==> src/rtl/approx_mult_error_monitor.sv <==
// Sweeps every operand pair through an exact and an approximate multiplier and
// accumulates error statistics (mismatch count, max / sum of absolute error).
module approx_mult_error_monitor #(
    parameter int OP_W = 8
) (
    input  logic                clk,
    input  logic                rst_n,
    input  logic                start,
    output logic [OP_W-1:0]     a_out,
    output logic [OP_W-1:0]     b_out,
    input  logic [2*OP_W-1:0]   exact_in,
    input  logic [2*OP_W-1:0]   approx_in,
    output logic                busy,
    output logic                done,
    output logic [2*OP_W:0]     err_count,
    output logic [2*OP_W-1:0]   max_abs_err,
    output logic [OP_W-1:0]     max_err_a,
    output logic [OP_W-1:0]     max_err_b,
    output logic [4*OP_W-1:0]   sum_abs_err
);

    // state | meaning
    // IDLE  | waiting for start after reset
    // SWEEP | one operand pair presented and captured per cycle
    // DRAIN | last captured pair is accumulated
    // DONE  | statistics valid and frozen; start begins a new sweep
    typedef enum logic [1:0] {IDLE, SWEEP, DRAIN, DONE} state_t;

    localparam int PW = 2 * OP_W;

    state_t state, state_next;

    logic [PW-1:0] idx;
    logic [PW-1:0] idx_next;
    logic          last_pair;
    logic          sweep_start;
    logic [PW-1:0] abs_err;
    logic          neq;

    logic          stage_valid;
    logic [PW-1:0] stage_abs;
    logic          stage_neq;
    logic [OP_W-1:0] stage_a;
    logic [OP_W-1:0] stage_b;

    assign idx         = {a_out, b_out};
    assign idx_next    = idx + PW'(1);
    assign last_pair   = &idx;
    assign sweep_start = start && ((state == IDLE) || (state == DONE));
    assign abs_err     = (approx_in >= exact_in) ? (approx_in - exact_in)
                                                 : (exact_in - approx_in);
    assign neq         = (approx_in != exact_in);

    assign busy = (state == SWEEP) || (state == DRAIN);
    assign done = (state == DONE);

    always_ff @(posedge clk or negedge rst_n) begin
        if (!rst_n) begin
            state <= IDLE;
        end else begin
            state <= state_next;
        end
    end

    always_comb begin
        state_next = state;
        case (state)
            IDLE:    if (start) state_next = SWEEP;
            SWEEP:   if (last_pair) state_next = DRAIN;
            DRAIN:   state_next = DONE;
            DONE:    if (start) state_next = SWEEP;
            default: state_next = IDLE;
        endcase
    end

    // Capture stage: the products of the pair on the operand bus this cycle.
    always_ff @(posedge clk or negedge rst_n) begin
        if (!rst_n) begin
            a_out       <= '0;
            b_out       <= '0;
            stage_valid <= 1'b0;
            stage_abs   <= '0;
            stage_neq   <= 1'b0;
            stage_a     <= '0;
            stage_b     <= '0;
        end else if (sweep_start) begin
            a_out       <= '0;
            b_out       <= '0;
            stage_valid <= 1'b0;
        end else begin
            stage_valid <= (state == SWEEP);
            if (state == SWEEP) begin
                stage_abs <= abs_err;
                stage_neq <= neq;
                stage_a   <= a_out;
                stage_b   <= b_out;
                if (!last_pair) begin
                    {a_out, b_out} <= idx_next;
                end
            end
        end
    end

    // Accumulation stage; strict compare keeps the earliest pair on ties.
    always_ff @(posedge clk or negedge rst_n) begin
        if (!rst_n) begin
            err_count   <= '0;
            max_abs_err <= '0;
            max_err_a   <= '0;
            max_err_b   <= '0;
            sum_abs_err <= '0;
        end else if (sweep_start) begin
            err_count   <= '0;
            max_abs_err <= '0;
            max_err_a   <= '0;
            max_err_b   <= '0;
            sum_abs_err <= '0;
        end else if (stage_valid) begin
            err_count   <= err_count + (PW+1)'(stage_neq);
            sum_abs_err <= sum_abs_err + (4*OP_W)'(stage_abs);
            if (stage_abs > max_abs_err) begin
                max_abs_err <= stage_abs;
                max_err_a   <= stage_a;
                max_err_b   <= stage_b;
            end
        end
    end

endmodule

==> config.mk <==
export PLATFORM = sky130hd
export DESIGN_NAME = approx_mult_error_monitor
export DESIGN_NICKNAME = d
export VERILOG_FILES = /design/src/rtl/approx_mult_error_monitor.sv
export SDC_FILE = /design/constraint.sdc
export NUM_CORES = 1
export LEC_CHECK = 0
export BUFFER_PORTS_ARGS = -buffer_cell sky130_fd_sc_hd__buf_4
export CORE_UTILIZATION = 55
export DETAILED_ROUTE_END_ITERATION = 7
export PLACE_DENSITY = 0.78
export SLEW_MARGIN = 20
export SYNTH_ARGS = -nofsm -noshare
export SYNTH_HDL_FRONTEND = slang
export SYNTH_SLANG_ARGS = --single-unit
==> constraint.sdc <==
create_clock -name clk -period 3.7 [get_ports clk]
set_input_delay 0.74 -clock clk [delete_from_list [all_inputs] [get_ports clk]]
set_output_delay 0.74 -clock clk [all_outputs]
set_load 0.02 [all_outputs]
==> reports/results.tsv, run 1 <==
stage	metric	value	unit
outcome	status	finished clean	
power_and_ir_drop	VDD IR max	0.602	mV
floorplanning	FP Rows	45	
logic_synthesis	register area share after synthesis	0.388	
final_layout	fill cell count	1222	
placement	GPL Wtd Cong	0.951	
final_layout	nets	1197	
cts	CTS resizes	0	
floorplanning	Die Span Y	127	um
critical_path	CP Capture Type	register	
logic_synthesis	synth cell count leaders	dfrtp_1, a21oi_1, nor2_1	
sta	Final Cycle Share	0.869	
cts	CTS Buf Count	17	
sta	RSZ-0062 raised after global routing	false	
sta	worst slew pin tran	0.984	ns
logic_synthesis	Synth top area share	0.388	
final_layout	share of cells above drive strength 1	0.212	
grt	grt total ovfl	0	
cts	Sink Count	133	
grt	largest net degree at the start of global routing	79	
critical_path	Crit Path Max Fanout	4	
min_path	HP Class	in -> async	
logic_synthesis	ys async rst share	1.00	
logic_synthesis	Post-synth EDFFs	0	
logic_synthesis	Syn. warnings	0	
grt	GRT Total Usage	0.275	
logic_synthesis	top-count cell post-synth	dfrtp_1	
logic_synthesis	largest family of logic cells by synthesized area	compound AO/OA/AOI/OAI gates	
critical_path	Crit Path Class	in -> reg	
logic_synthesis	Post-Syn Instances	957	
logic_synthesis	synth unique cells	66	
final_layout	Register Area	3330	um2
sta	Setup-failing EPs final	0	
sta	Clock Skew	0.00934	ns
grt	vias in the first global route	7086	
logic_synthesis	Synth Area in Adders	0.108	
floorplanning	Starting Density	0.565	
final_layout	area grow syn2layout	21.3	%
routing	drt pass-1 iters	7	
final_layout	area of the multi-input gates	4840	um2
cts	CTS tree	built	
logic_synthesis	syn_area_per_cell	8.97	um2
logic_synthesis	number of synthesized register bits	133	
cts	Root Buffer	clkbuf_16	
grt	wire length of the first global-routing pass	35.2	mm
placement	Port Buf Inserts	133	
floorplanning	Die W	127	um
power_and_ir_drop	Leak	5.00	nW
power_and_ir_drop	Power Total	7.50	mW
sta	worst rel slew slack	0.341	
logic_synthesis	top cells by area, synth	dfrtp_1, ha_1, a21oi_1, o21ai_0, nor2_1	
cts	Hold Buf Count CTS	0	
sta	final hold viol count	0	
placement	Placement Cell Area	9880	um2
sta	Fmax	0.311	GHz
grt	initial antenna violation count	0	
placement	Post-Place Cells	1259	
sta	setup_tns	0	ns
routing	drt wl/cell	16.4	um
logic_synthesis	syn nets	1064	
logic_synthesis	top cell type by total area after synthesis	dfrtp_1	
critical_path	Worst EP arrival	3.56	ns
sta	shortest clock period the worst path allows after layout	3.22	ns
placement	Detailed Place HPWL	15.5	mm
routing	Starting DRT DRC Count	341	
logic_synthesis	Primary FF master, synth	dfrtp_1	
job	max-cap viol count	0	
floorplanning	CORE AREA	15200	um2
critical_path	CP Launch Type	input pin	
routing	drt total wl	21.2	mm
cts	Worst-path clk slew	0.06	ns
logic_synthesis	post-synth design cell area	8580	um2
floorplanning	I/O pin cnt	134	
routing	Remaining DRCs	0	
cts	Post CTS Setup Buffer Count	0	
logic_synthesis	share of synthesized area spent on multiplexers	0.0532	
logic_synthesis	Synth Area in XOR/XNOR	0.0510	
logic_synthesis	Synth Area in Simple Gates	0.168	
final_layout	post-route cell area	10400	um2
cts	clock latency on the worst-skew pair	0.42	ns
sta	max-slew violation count	0	
floorplanning	Die ar.	16100	um2
routing	Vias/cell	5.85	
power_and_ir_drop	PD cells	720	nW/um2
routing	remaining antenna violation count	0	
critical_path	CP required	4.05	ns
final_layout	final std cells w/o fill	1291	
routing	vias	7553	
logic_synthesis	Compound-Gate Fraction of Synth Area	0.182	
cts	H-tree depth	4	
final_layout	number of diodes	0	
cts	Max clock buf depth	2	
flip-flops by register name, summed over array words and instances, names as in the netlist:
name         count
max_err_b        8
stage_valid      1
stage_abs       16
max_abs_err     16
max_err_a        8
err_count       17
sum_abs_err     32
stage_a          8
state            2
b_out            8
stage_neq        1
a_out            8
stage_b          8
kinds of logic (layout without fill, tap and decap cells):
family / count (synthesis) / in the layout
adder cells (fa/ha/maj): 72 / 72
AO/OA/AOI/OAI: 256 / 256
AND/OR/NAND/NOR: 292 / 292
XOR/XNOR: 50 / 50
flip-flops: 133 / 133
buffers and inverters: 111 / 257
multiplexers: 43 / 43
cell usage in the layout, fill, tap and decap left out, types with 24 or more instances in the layout:
cell type,count
dfrtp_1,133
nand3_1,59
ha_1,68
buf_4,158
inv_1,64
o21ai_0,68
nand2_1,57
nor2_1,78
xor2_1,26
xnor2_1,24
a21oi_1,103
layer usage:
layer | global-route usage | vias up | share of wire
li1 | - | 3672 | -
met1 | 0.375 | 3616 | 0.46
met2 | 0.438 | 231 | 0.47
met3 | 0.0519 | 34 | 0.054
met4 | 0.0952 | 0 | 0.017
met5 | 0 | - | 0
per-stage QoR:
stage          setup WS, ns   util  hold slack, ns
2_1_floorplan         0.120      -           0.444
3_3_place_gp          0.132  0.650           0.490
3_5_place_dp         0.0666  0.650           0.495
4_1_cts               0.509  0.685           0.381
5_1_grt               0.203  0.685           0.409
6_report              0.484  0.685           0.361
where the power goes:
part	switching, mW	internal (mW)
Clock	0.668	0.865
Sequential	0.336	1.76
Combinational	2.29	1.58
Total	3.29	4.20
worst paths after layout:
path                            slack (ns)  cells after the start                  startpoint                           to
worst max-delay path                  0.48                     13                approx_in[0]    stage_abs[12]$_DFFE_PN0P_
worst min-delay path                  0.36                      1                       rst_n  sum_abs_err[14]$_DFFE_PN0P_
worst max register to register        0.51                     11  max_abs_err[9]$_DFFE_PN0P_     max_err_b[7]$_DFFE_PN0P_
worst min register to register        0.51                      1      stage_a[3]$_DFFE_PN0P_       stage_a[3]$_DFFE_PN0P_
max in group asynchronous             2.55                      2                       rst_n       stage_b[5]$_DFFE_PN0P_
min in group clk                      0.51                      1      stage_a[3]$_DFFE_PN0P_       stage_a[3]$_DFFE_PN0P_
critical path, stage by stage:
cell and delay [ns]:
buf_4 0.12, inv_1 0.05, ha_1 0.21, fa_1 0.21
nand2b_1 0.13, a21oi_1 0.09, or4_4 0.42, a2111o_1 0.49
buf_4 0.17, a221oi_2 0.25, a211oi_1 0.10, or4_1 0.51
o211ai_2 0.08
cell type report:
class	count	share of cell area
clock buffer	20	0.0419
clock inverter	12	0.00949
inverter	64	0.0231
multi-input combinational	713	0.464
sequential	133	0.320
tap	188	0.0226
timing repair buffer	161	0.119
(Power assumes the default switching activity.)
==> run 2: changes to the inputs <==
PLACE_DENSITY = 0.83   (was 0.78)
==> reports/results.tsv, run 2 (synthesized netlist as in run 1, its figures left out) <==
stage	metric	value	unit
sta	max-slew violation count	0	
cts	CTS tree	built	
critical_path	Crit Path Class	in -> reg	
sta	setup_tns	0	ns
sta	final hold viol count	0	
power_and_ir_drop	Sw Pwr	3.36	mW
power_and_ir_drop	Net Sw Frac	0.435	
final_layout	share of cells above drive strength 1	0.215	
sta	Setup-failing EPs final	0	
routing	vias	7685	
min_path	HP Class	in -> async	
final_layout	number of diodes	0	
sta	WHS	0.391	ns
placement	Setup WS pre-CTS	0.0647	ns
critical_path	Worst EP arrival	3.58	ns
cts	Hold Buf Count CTS	0	
grt	initial antenna violation count	0	
sta	shortest clock period the worst path allows after layout	3.23	ns
critical_path	register-to-register setup slack	0.54	ns
grt	GRT Total Usage	0.277	
routing	drt wl/cell	16.8	um
critical_path	CP required	4.05	ns
floorplanning	I/O pin cnt	134	
sta	Final Cycle Share	0.873	
placement	GPL Wtd Cong	0.951	
routing	drt total wl	21.7	mm
final_layout	fill cell count	1191	
cts	H-tree depth	4	
power_and_ir_drop	Flop pwr share	0.272	
grt	largest net degree at the start of global routing	61	
final_layout	max reg flops	32	
routing	remaining antenna violation count	0	
power_and_ir_drop	VDD IR max	0.461	mV
power_and_ir_drop	Leak	5.05	nW
cts	CTS Buf Count	17	
sta	RSZ-0062 raised after global routing	false	
sta	Clock Skew	0.00666	ns
final_layout	top flop regs	sum_abs_err x32, err_count x17	
routing	Vias/cell	5.94	
cts	Worst-path clk slew	0.06	ns
job	max-cap viol count	0	
critical_path	CP Launch Type	input pin	
power_and_ir_drop	Combinational Power Share	0.508	
cts	Post CTS Setup Buffer Count	0	
placement	Detailed Place HPWL	15.9	mm
final_layout	post-route cell area	10500	um2
floorplanning	CORE AREA	15200	um2
critical_path	Crit Path Max Fanout	4	
final_layout	commonest non-fill, non-tap cell in the layout	buf_4	
cts	Sink Count	133	
grt	vias in the first global route	7532	
grt	grt total ovfl	0	
floorplanning	Starting Density	0.565	
power_and_ir_drop	P_int	4.35	mW
final_layout	nets	1199	
critical_path	reg2reg start	stage_abs[1]$_DFFE_PN0P_	
placement	Placement Cell Area	9880	um2
final_layout	Largest Register	sum_abs_err	
critical_path	CP Capture Type	register	
cts	clock latency on the worst-skew pair	0.43	ns
cts	CTS resizes	0	
routing	Remaining DRCs	0	
sta	worst rel slew slack	0.450	
final_layout	area grow syn2layout	22.1	%
power_and_ir_drop	power share of the clock group	0.220	
sta	worst setup margin	0.469	ns
routing	drt pass-1 iters	7	
sta	Fmax	0.310	GHz
power_and_ir_drop	PD cells	735	nW/um2
critical_path	FF-to-FF End	sum_abs_err[21]$_DFFE_PN0P_	
cts	Root Buffer	clkbuf_16	
cts	Max clock buf depth	2	
critical_path	reg2reg path depth	10	
routing	Starting DRT DRC Count	512	
floorplanning	FP Rows	45	
final_layout	most frequent cells in the layout	buf_4, dfrtp_1, a21oi_1, nor2_1	
floorplanning	Die W	127	um
sta	worst slew pin tran	0.816	ns
outcome	status	finished clean	
placement	Port Buf Inserts	133	
floorplanning	Die ar.	16100	um2
floorplanning	Die Span Y	127	um
grt	wire length of the first global-routing pass	35.7	mm
[run 2: changes by cell type in the layout (fill, tap and decap cells not counted), moves of 2 or more]
cell        change
clkinvlp_4      -4
buf_4           +2
bufinv_16       +2
clkbuf_1        -2
inv_8           +2
[run 2: worst max-delay path by stage]
stage	start	endpoint	slack, ns	cells past startpoint
after detailed placement	exact_in[4]	stage_abs[12]$_DFFE_PN0P_	0.06	12
after CTS	stage_abs[9]$_DFFE_PN0P_	max_err_b[0]$_DFFE_PN0P_	0.49	10
after floorplan	exact_in[4]	stage_abs[12]$_DFFE_PN0P_	0.12	11
after global placement	exact_in[4]	stage_abs[12]$_DFFE_PN0P_	0.13	12
after global routing	stage_abs[1]$_DFFE_PN0P_	sum_abs_err[27]$_DFFE_PN0P_	0.26	10
final	approx_in[0]	stage_abs[12]$_DFFE_PN0P_	0.47	13
[run 2: final cells by class]
class	count	area, um2	share of cell area
timing repair buffer	163	1250	0.119
inverter	64	240	0.0229
multi-input combinational	713	4840	0.461
clock buffer	18	429	0.0409
sequential	133	3330	0.317
tap	188	235	0.0224
clock inverter	14	165	0.0158
[run 2: power groups by stage]
stage | clock, mW | sequential [mW] | combinational, mW
2_1_floorplan | 0 | 2.21 | 2.54
3_3_place_gp | 0 | 2.10 | 3.72
3_5_place_dp | 0 | 2.11 | 3.85
4_1_cts | 1.71 | 2.09 | 3.88
5_1_grt | 1.77 | 2.13 | 4.30
6_report | 1.70 | 2.10 | 3.92
[run 2: per-layer routing]
| layer | GRT usage | wire, um | vias up |
|---|---|---|---|
| li1 | - | - | 3657 |
| met1 | 0.361 | 9450 | 3702 |
| met2 | 0.456 | 10500 | 273 |
| met3 | 0.0481 | 1130 | 53 |
| met4 | 0.120 | 630 | 0 |
| met5 | 0 | 0 | - |
[run 2: through the flow]
step,utilization,instances,power [mW]
6_report,0.690,1293,7.71
5_1_grt,0.690,1293,8.21
4_1_cts,0.689,1292,7.69
3_5_place_dp,0.650,1260,5.96
3_3_place_gp,0.650,1260,5.82
2_1_floorplan,-,957,4.75
[run 2: worst max-delay path, stage by stage]
cell      delay, ns
buf_4          0.11
inv_1          0.04
ha_1           0.22
fa_1           0.22
nand2b_1       0.13
a21oi_1        0.08
or4_4          0.43
a2111o_1       0.49
buf_4          0.18
a221oi_2       0.26
a211oi_1       0.09
or4_1          0.50
o211ai_2       0.08
==> run 3: changes to the inputs <==
==> constraint.sdc (replaced) <==
create_clock -name clk -period 3.7 [get_ports clk]
set_input_delay 0.37 -clock clk [delete_from_list [all_inputs] [get_ports clk]]
set_output_delay 0.37 -clock clk [all_outputs]
set_load 0.02 [all_outputs]
==> reports/results.tsv, run 3 (synthesized netlist as in run 1, its figures left out) <==
stage	metric	value	unit
cts	Max clock buf depth	2	
outcome	status	finished clean	
sta	shortest clock period the worst path allows after layout	3.15	ns
placement	Detailed Place HPWL	15.4	mm
min_path	HP Class	in -> async	
final_layout	share of cells above drive strength 1	0.206	
final_layout	top flop regs	sum_abs_err x32, err_count x17	
floorplanning	I/O pin cnt	134	
placement	Setup WS pre-CTS	0.313	ns
grt	largest net degree at the start of global routing	77	
sta	Setup-failing EPs final	0	
cts	CTS Buf Count	17	
sta	Final Cycle Share	0.851	
routing	remaining antenna violation count	0	
cts	Post CTS Setup Buffer Count	0	
floorplanning	Die W	127	um
floorplanning	Starting Density	0.565	
cts	clock latency on the worst-skew pair	0.43	ns
sta	setup_tns	0	ns
routing	Remaining DRCs	0	
floorplanning	FP Rows	45	
sta	worst slew pin tran	0.747	ns
critical_path	CP Capture Type	register	
final_layout	final std cells w/o fill	1280	
critical_path	Crit Path Max Fanout	16	
cts	Root Buffer	clkbuf_16	
floorplanning	Die Span Y	127	um
grt	wire length of the first global-routing pass	35.1	mm
routing	drt total wl	21.4	mm
routing	drt wl/cell	16.7	um
final_layout	Core Util, Final	0.685	
job	max-cap viol count	0	
final_layout	nets	1186	
sta	max-slew violation count	0	
final_layout	number of diodes	0	
final_layout	commonest non-fill, non-tap cell in the layout	buf_4	
grt	grt total ovfl	0	
routing	drt pass-1 iters	5	
sta	final hold viol count	0	
power_and_ir_drop	PD cells	739	nW/um2
routing	Starting DRT DRC Count	542	
final_layout	area grow syn2layout	21.3	%
sta	WHS	0.0240	ns
power_and_ir_drop	Leak	5.00	nW
cts	CTS resizes	0	
placement	GPL Wtd Cong	0.950	
critical_path	Worst EP arrival	3.51	ns
routing	Vias/cell	5.98	
sta	worst rel slew slack	0.498	
sta	worst setup margin	0.552	ns
cts	Worst-path clk slew	0.06	ns
cts	H-tree depth	4	
floorplanning	CORE AREA	15200	um2
critical_path	CP required	4.06	ns
routing	vias	7656	
final_layout	max reg flops	32	
cts	CTS tree	built	
grt	GRT Total Usage	0.274	
sta	Clock Skew	0.00970	ns
sta	Fmax	0.318	GHz
cts	Sink Count	133	
placement	Post-Place Cells	1248	
grt	initial antenna violation count	0	
critical_path	Crit Path Class	reg -> reg	
sta	RSZ-0062 raised after global routing	false	
floorplanning	Die ar.	16100	um2
final_layout	most frequent cells in the layout	buf_4, dfrtp_1, a21oi_1, nor2_1	
power_and_ir_drop	VDD IR max	0.468	mV
final_layout	Largest Register	sum_abs_err	
placement	Port Buf Inserts	133	
grt	vias in the first global route	7127	
cts	Hold Buf Count CTS	0	
critical_path	reg2reg path depth	10	
critical_path	CP Launch Type	register	
[run 3: metrics by stage]
stage / power [mW] / cell area, um2
global route: 8.20 / 10400
floorplan: 4.75 / 8580
global placement: 5.79 / 9790
finish: 7.69 / 10400
CTS: 7.70 / 10400
detailed placement: 5.91 / 9790
[run 3: report_power, final]
group,internal (mW),leakage (nW),switching [mW],total [mW]
sequential,1.76,1.77,0.341,2.10
clock,1.08,0.299,0.678,1.76
combinational,1.55,2.93,2.29,3.83
[run 3: path summary, 6_finish.rpt]
| path | to | startpoint | slack [ns] |
|---|---|---|---|
| worst min register to register | stage_a[4]$_DFFE_PN0P_ | stage_a[4]$_DFFE_PN0P_ | 0.51 |
| worst max register to register | sum_abs_err[21]$_DFFE_PN0P_ | stage_abs[1]$_DFFE_PN0P_ | 0.55 |
| max in group asynchronous | stage_abs[4]$_DFFE_PN0P_ | rst_n | 2.83 |
| worst min-delay path | sum_abs_err[12]$_DFFE_PN0P_ | rst_n | 0.02 |
| min in group clk | stage_abs[0]$_DFFE_PN0P_ | approx_in[0] | 0.29 |
| worst max-delay path | sum_abs_err[21]$_DFFE_PN0P_ | stage_abs[1]$_DFFE_PN0P_ | 0.55 |
[run 3: per-layer routing]
layer  vias up  share of wire  GRT usage
li1       3648              -          -
met1      3706           0.43      0.360
met2       257           0.49      0.448
met3        45          0.052     0.0477
met4         0          0.021      0.116
met5         -              0          0
[run 3: worst max-delay path: stages, from the launching register on]
cell and delay (ns):
dfrtp_1 0.45, ha_1 0.30, a21o_1 0.10, a21oi_1 0.09
o21ai_0 0.39, a31oi_1 0.25, a211oi_1 0.58, a211oi_1 0.16
buf_4 0.21, or4_1 0.47, nand2_1 0.08
[run 3: cell type report]
cell class	count	area (um2)
repair buffers	150	1150
clock buffers	18	429
multi-input cells	713	4840
well taps	188	235
inverters	64	240
fillers	1198	4790
clock inverters	14	188
flip-flops and latches	133	3330
